`config.mk`:
```
export PLATFORM = sky130hd
export DESIGN_NAME = hex_scroll_seq
export DESIGN_NICKNAME = d
export VERILOG_FILES = /design/src/rtl/hex_scroll_seq.sv
export SDC_FILE = /design/constraint.sdc
export NUM_CORES = 1
export LEC_CHECK = 0
export CAP_MARGIN = 40
export CORE_UTILIZATION = 35
export CTS_CLUSTER_DIAMETER = 30
export DETAILED_ROUTE_END_ITERATION = 8
export PLACE_DENSITY = 0.58
export SKIP_CTS_REPAIR_TIMING = 1
export SLEW_MARGIN = 15
export SYNTH_ARGS = -nofsm -noshare
export SYNTH_HDL_FRONTEND = slang
export SYNTH_SLANG_ARGS = --single-unit
```
`constraint.sdc`:
```
create_clock -name clk -period 3.2 [get_ports clk]
set_input_delay 0.32 -clock clk [delete_from_list [all_inputs] [get_ports clk]]
set_output_delay 0.32 -clock clk [all_outputs]
set_load 0.05 [all_outputs]
```
`src/rtl/hex_scroll_seq.sv`:
```
// rtl/hex_scroll_seq.sv - circular message store with tick/step scrolling into four digit code outputs
module hex_scroll_seq #(
  parameter int          ADDR_W     = 3,
  parameter int          CLK_DIV    = 50000000,
  parameter logic [3:0]  BLANK_CODE = 4'hF
) (
  input  logic              clk,
  input  logic              reset,
  input  logic              wr_en,
  input  logic [ADDR_W-1:0] wr_addr,
  input  logic [3:0]        wr_data,
  input  logic              run,
  input  logic              step,
  input  logic              dir,
  output logic [3:0]        hex3_code,
  output logic [3:0]        hex2_code,
  output logic [3:0]        hex1_code,
  output logic [3:0]        hex0_code,
  output logic [ADDR_W-1:0] pos,
  output logic              wrap
);

  localparam int MSG_LEN = 2 ** ADDR_W;
  // A divider of 1 still needs a one-bit counter that sits at its terminal value.
  localparam int CNT_W = (CLK_DIV > 1) ? $clog2(CLK_DIV) : 1;
  localparam logic [CNT_W-1:0]  CNT_MAX = CNT_W'(CLK_DIV - 1);
  localparam logic [ADDR_W-1:0] POS_MAX = {ADDR_W{1'b1}};
  localparam logic [ADDR_W-1:0] ONE     = ADDR_W'(1);

  logic [3:0]        msg_q [MSG_LEN];
  logic [3:0]        msg_d [MSG_LEN];
  logic [ADDR_W-1:0] pos_q, pos_d;
  logic [CNT_W-1:0]  cnt_q, cnt_d;
  logic              step_q, step_d;
  logic              wrap_q, wrap_d;
  logic [3:0]        hex3_q, hex3_d;
  logic [3:0]        hex2_q, hex2_d;
  logic [3:0]        hex1_q, hex1_d;
  logic [3:0]        hex0_q, hex0_d;

  logic adv_tick;
  logic step_rise;
  logic adv;

  // Next-state: divider, press detect, position update, wrap flag, message write and digit fetch.
  always_comb begin
    adv_tick  = run && (cnt_q == CNT_MAX);
    step_rise = step && !step_q;
    adv       = adv_tick || (step_rise && !run);

    if (!run || adv_tick) cnt_d = '0;
    else                  cnt_d = cnt_q + CNT_W'(1);

    step_d = step;

    pos_d  = pos_q;
    wrap_d = 1'b0;
    if (adv) begin
      if (!dir) begin
        pos_d  = pos_q + ONE;
        wrap_d = (pos_q == POS_MAX);
      end else begin
        pos_d  = pos_q - ONE;
        wrap_d = (pos_q == '0);
      end
    end

    msg_d = msg_q;
    if (wr_en) msg_d[wr_addr] = wr_data;

    // Fetch uses the registered pos/msg so outputs lag any change by one edge.
    hex3_d = msg_q[pos_q];
    hex2_d = msg_q[pos_q + ONE];
    hex1_d = msg_q[pos_q + ADDR_W'(2)];
    hex0_d = msg_q[pos_q + ADDR_W'(3)];
  end

  // State registers; reset wins over any write, press or tick in the same cycle.
  always_ff @(posedge clk) begin
    if (reset) begin
      for (int i = 0; i < MSG_LEN; i++) msg_q[i] <= BLANK_CODE;
      pos_q  <= '0;
      cnt_q  <= '0;
      step_q <= 1'b1;
      wrap_q <= 1'b0;
      hex3_q <= BLANK_CODE;
      hex2_q <= BLANK_CODE;
      hex1_q <= BLANK_CODE;
      hex0_q <= BLANK_CODE;
    end else begin
      for (int i = 0; i < MSG_LEN; i++) msg_q[i] <= msg_d[i];
      pos_q  <= pos_d;
      cnt_q  <= cnt_d;
      step_q <= step_d;
      wrap_q <= wrap_d;
      hex3_q <= hex3_d;
      hex2_q <= hex2_d;
      hex1_q <= hex1_d;
      hex0_q <= hex0_d;
    end
  end

  assign hex3_code = hex3_q;
  assign hex2_code = hex2_q;
  assign hex1_code = hex1_q;
  assign hex0_code = hex0_q;
  assign pos       = pos_q;
  assign wrap      = wrap_q;

endmodule

```
==> results.toml <==
[outcome]
run_status = "finished, final reports clean"

[critical_path]
cp_num_buf_inv = 2
path_delay_family = "buffers and inverters"
start_kind = "flop"
crit_path_max_incr_delay_ps = 870
worstPathArrival_ps = 2210
path_max_fanout = 18
crit_type = "flop to primary output"
cp-end-kind = "primary output"
worstPathCellList = "buf_4 -> clkdlybuf4s50_1"
reg2reg_depth = 6
worst_r2r_endpoint = "hex0_code[2]$_SDFF_PP1_"
cp_slowest_cell = "clkdlybuf4s50_1"
required_ps = 2880
reg2reg_slack_ps = 820
r2r-start = "pos[0]$_SDFFE_PP0P_"

[floorplan]
die_w_um = 109
rows = 38
initial_core_util_pct = 36.6
io_pins = 33
dieArea_um2 = 12000
fp.dieH_um = 109
core_area_um2 = 11000

[yosys]
synth_top_family_by_area = "simple AND/OR/NAND/NOR gates"
ys_seq_area_share_pct = 39.2
yosysUniqueCellTypes = 39
synthCells = 372
ys_top_cells_by_area = "dfxtp_1 39%, mux4_2 18%, a211o_1 9.6%, nor2b_1 5.9%, nor2_1 3.8%"
yosysWarnings = 0
synth_simple_gate_area_share_pct = 19.6
synthMuxAreaShare_pct = 19.2
syn_avg_cell_area_um2 = 10.8
synthAdderAreaFrac_pct = 1.55
synthesis.nets = 390
yosys_register_bits = 79
synth_top_area_share_pct = 39.2
synth_xor_area_share_pct = 5.89
synth_area_leader_cell = "dfxtp_1"
syn-cell-area_um2 = 4030
synth_compound_area_share_pct = 10.9

[cells_and_area]
nets = 416
layout-drive-gt1-share_pct = 16.9
final_cell_mix = "78 x dfxtp_1, 44 x a211o_1, 41 x nor2_1, 38 x nor2b_1, 32 x mux4_2"
diodes = 0
fillerInstances = 1089
multi_input_area_um2 = 2310
regArea_um2 = 1580
layoutNonFillerInstCount = 542
final_common_cell = "dfxtp_1"
post-route-util_pct = 43.0
area_growth_syn_to_layout_pct = 17.5

[cts]
clk_latency_ps = 340
cts_tree = "yes"
cts_sinks = 79
path_clk_slew_ps = 60
clk_path_buf_depth = 2
cts_inserted_buffers = 9
cts-root-buf = "clkbuf_16"
htree_levels = 3

[run]
drv_cap = 0

[routing]
drt-initial-drc-count = 164
drt-pass1-iter-count = 4
routed_wirelength_um = 8790
routedWlPerCell_um = 16.2
antenna_left = 0
vias = 2932
drc = 0
vias_per_cell = 5.41

[global_routing]
grtUsageMet3_pct = 4.15
antenna_found_initial = 0
gr-max-usage-layer = "met2"
grt_usage_pct = 15.7
grt_util_met2_pct = 22.9
grt_pass1_vias = 2708
grtUsageMet1_pct = 22.2
grt_pass1_wl_um = 14100
gr-total-overflow = 0
grt_max_degree = 57

[power]
leakage_nw = 1.59
peakVddDrop_mv = 0.326
p_per_area_nw_per_um2 = 479

[timing]
holdWs_ps = 279
fin_crit_sh_pct = 78.9
drv_slew = 0
final-hold-violation-count = 0
fmaxAchievable_ghz = 0.396
period_needed_ps = 2530
rsz0062_at_grt = "no"
finalSetupTns_ps = 0
timing.final.ws_setup_ps = 674
slew_headroom_pct = 44.1
setup_viol = 0
skew_ps = 8.24
worst-slew-pin-transition_ps = 833

[hold_path]
hold_path.class = "input pin to flop"
worstHoldEndpoint = "cnt_q[17]$_SDFF_PP0_"
hold_path_depth = 3
hold_start = "reset"

[placement]
dp_slack_ps = 794
io_buffer_count = 32
hpwlAfterDp_um = 5920
place_congestion = 0.779
dp.cells = 527
==> final cells by class <==
| cell class | instances | area share (%) |
|---|---|---|
| Timing Repair Buffer | 36 | 7.29 |
| Clock buffer | 9 | 4.75 |
| Multi-Input combinational cell | 261 | 48.7 |
| Inverter | 11 | 0.871 |
| Tap cell | 140 | 3.70 |
| Sequential cell | 79 | 33.4 |
| Clock inverter | 6 | 1.32 |
==> per-layer routing <==
| layer | routed length (um) | share of wire (%) |
|---|---|---|
| met5 | 0 | 0 |
| met4 | 153 | 1.7 |
| met3 | 534 | 6.1 |
| met2 | 3810 | 43 |
| met1 | 4290 | 49 |
==> sequential cells by signal, indices dropped and copies added, names as in the netlist <==
signal / cells
cnt_q: 26
hex1_code: 4
hex0_code: 4
pos: 3
msg_q: 32
step_q: 1
hex2_code: 4
wrap: 1
hex3_code: 4
==> cell families after synthesis <==
group / Yosys count
AND/OR/NAND/NOR: 141
flip-flops: 79
AO/OA/AOI/OAI: 53
multiplexers: 37
buffers and inverters: 32
XOR/XNOR: 25
adder cells (fa/ha/maj): 5
==> where the power goes <==
part | total [mW] | internal [mW] | switching (mW)
Sequential | 1.04 | 1.01 | 0.0278
Combinational | 0.225 | 0.104 | 0.122
Clock | 1.00 | 0.598 | 0.407
==> cells in the mapped netlist (all sizes together) <==
cell    instances
a21o            1
o21ai           2
ha              5
xor2           18
a211o          44
a21oi           5
nor2b          38
mux2            3
and4            3
mux4           32
clkbuf          9
and3            5
xnor2           7
nand2b          5
inv            11
and4bb          2
nor3b           3
a31oi           1
and2            4
or3b            1
dfxtp          79
nand4          13
nand3           5
nand3b          1
or2             2
buf            12
mux2i           2
nor2           41
nor4            3
nor3            4
nand2          11
==> worst max-delay path by stage <==
| stage | from | end | depth (start not counted) |
|---|---|---|---|
| 4_1_cts | pos[0]$_SDFFE_PP0P_ | pos[0] | 2 |
| 5_1_grt | pos[0]$_SDFFE_PP0P_ | pos[0] | 2 |
| 2_1_floorplan | pos[1]$_SDFFE_PP0P_ | hex0_code[1]$_SDFF_PP1_ | 8 |
| 3_5_place_dp | pos[0]$_SDFFE_PP0P_ | hex0_code[2]$_SDFF_PP1_ | 6 |
| 6_report | pos[0]$_SDFFE_PP0P_ | pos[0] | 2 |
| 3_3_place_gp | pos[0]$_SDFFE_PP0P_ | hex0_code[1]$_SDFF_PP1_ | 6 |
==> per-stage QoR <==
step           power, mW  instance area, um^2
2_1_floorplan       1.21                 4030
3_3_place_gp        1.28                 4450
3_5_place_dp        1.29                 4450
4_1_cts             2.30                 4740
5_1_grt             2.35                 4740
6_report            2.27                 4740
==> worst register-to-register path, delay by kind of cell, from the launching register on <==
family	cells	cell delay, ps
mux	1	560
xor+xnor	1	360
compound gates	1	60
buf+inv	2	330
fa+ha+maj	1	320
flops	1	630
(Power assumes the default switching activity.)
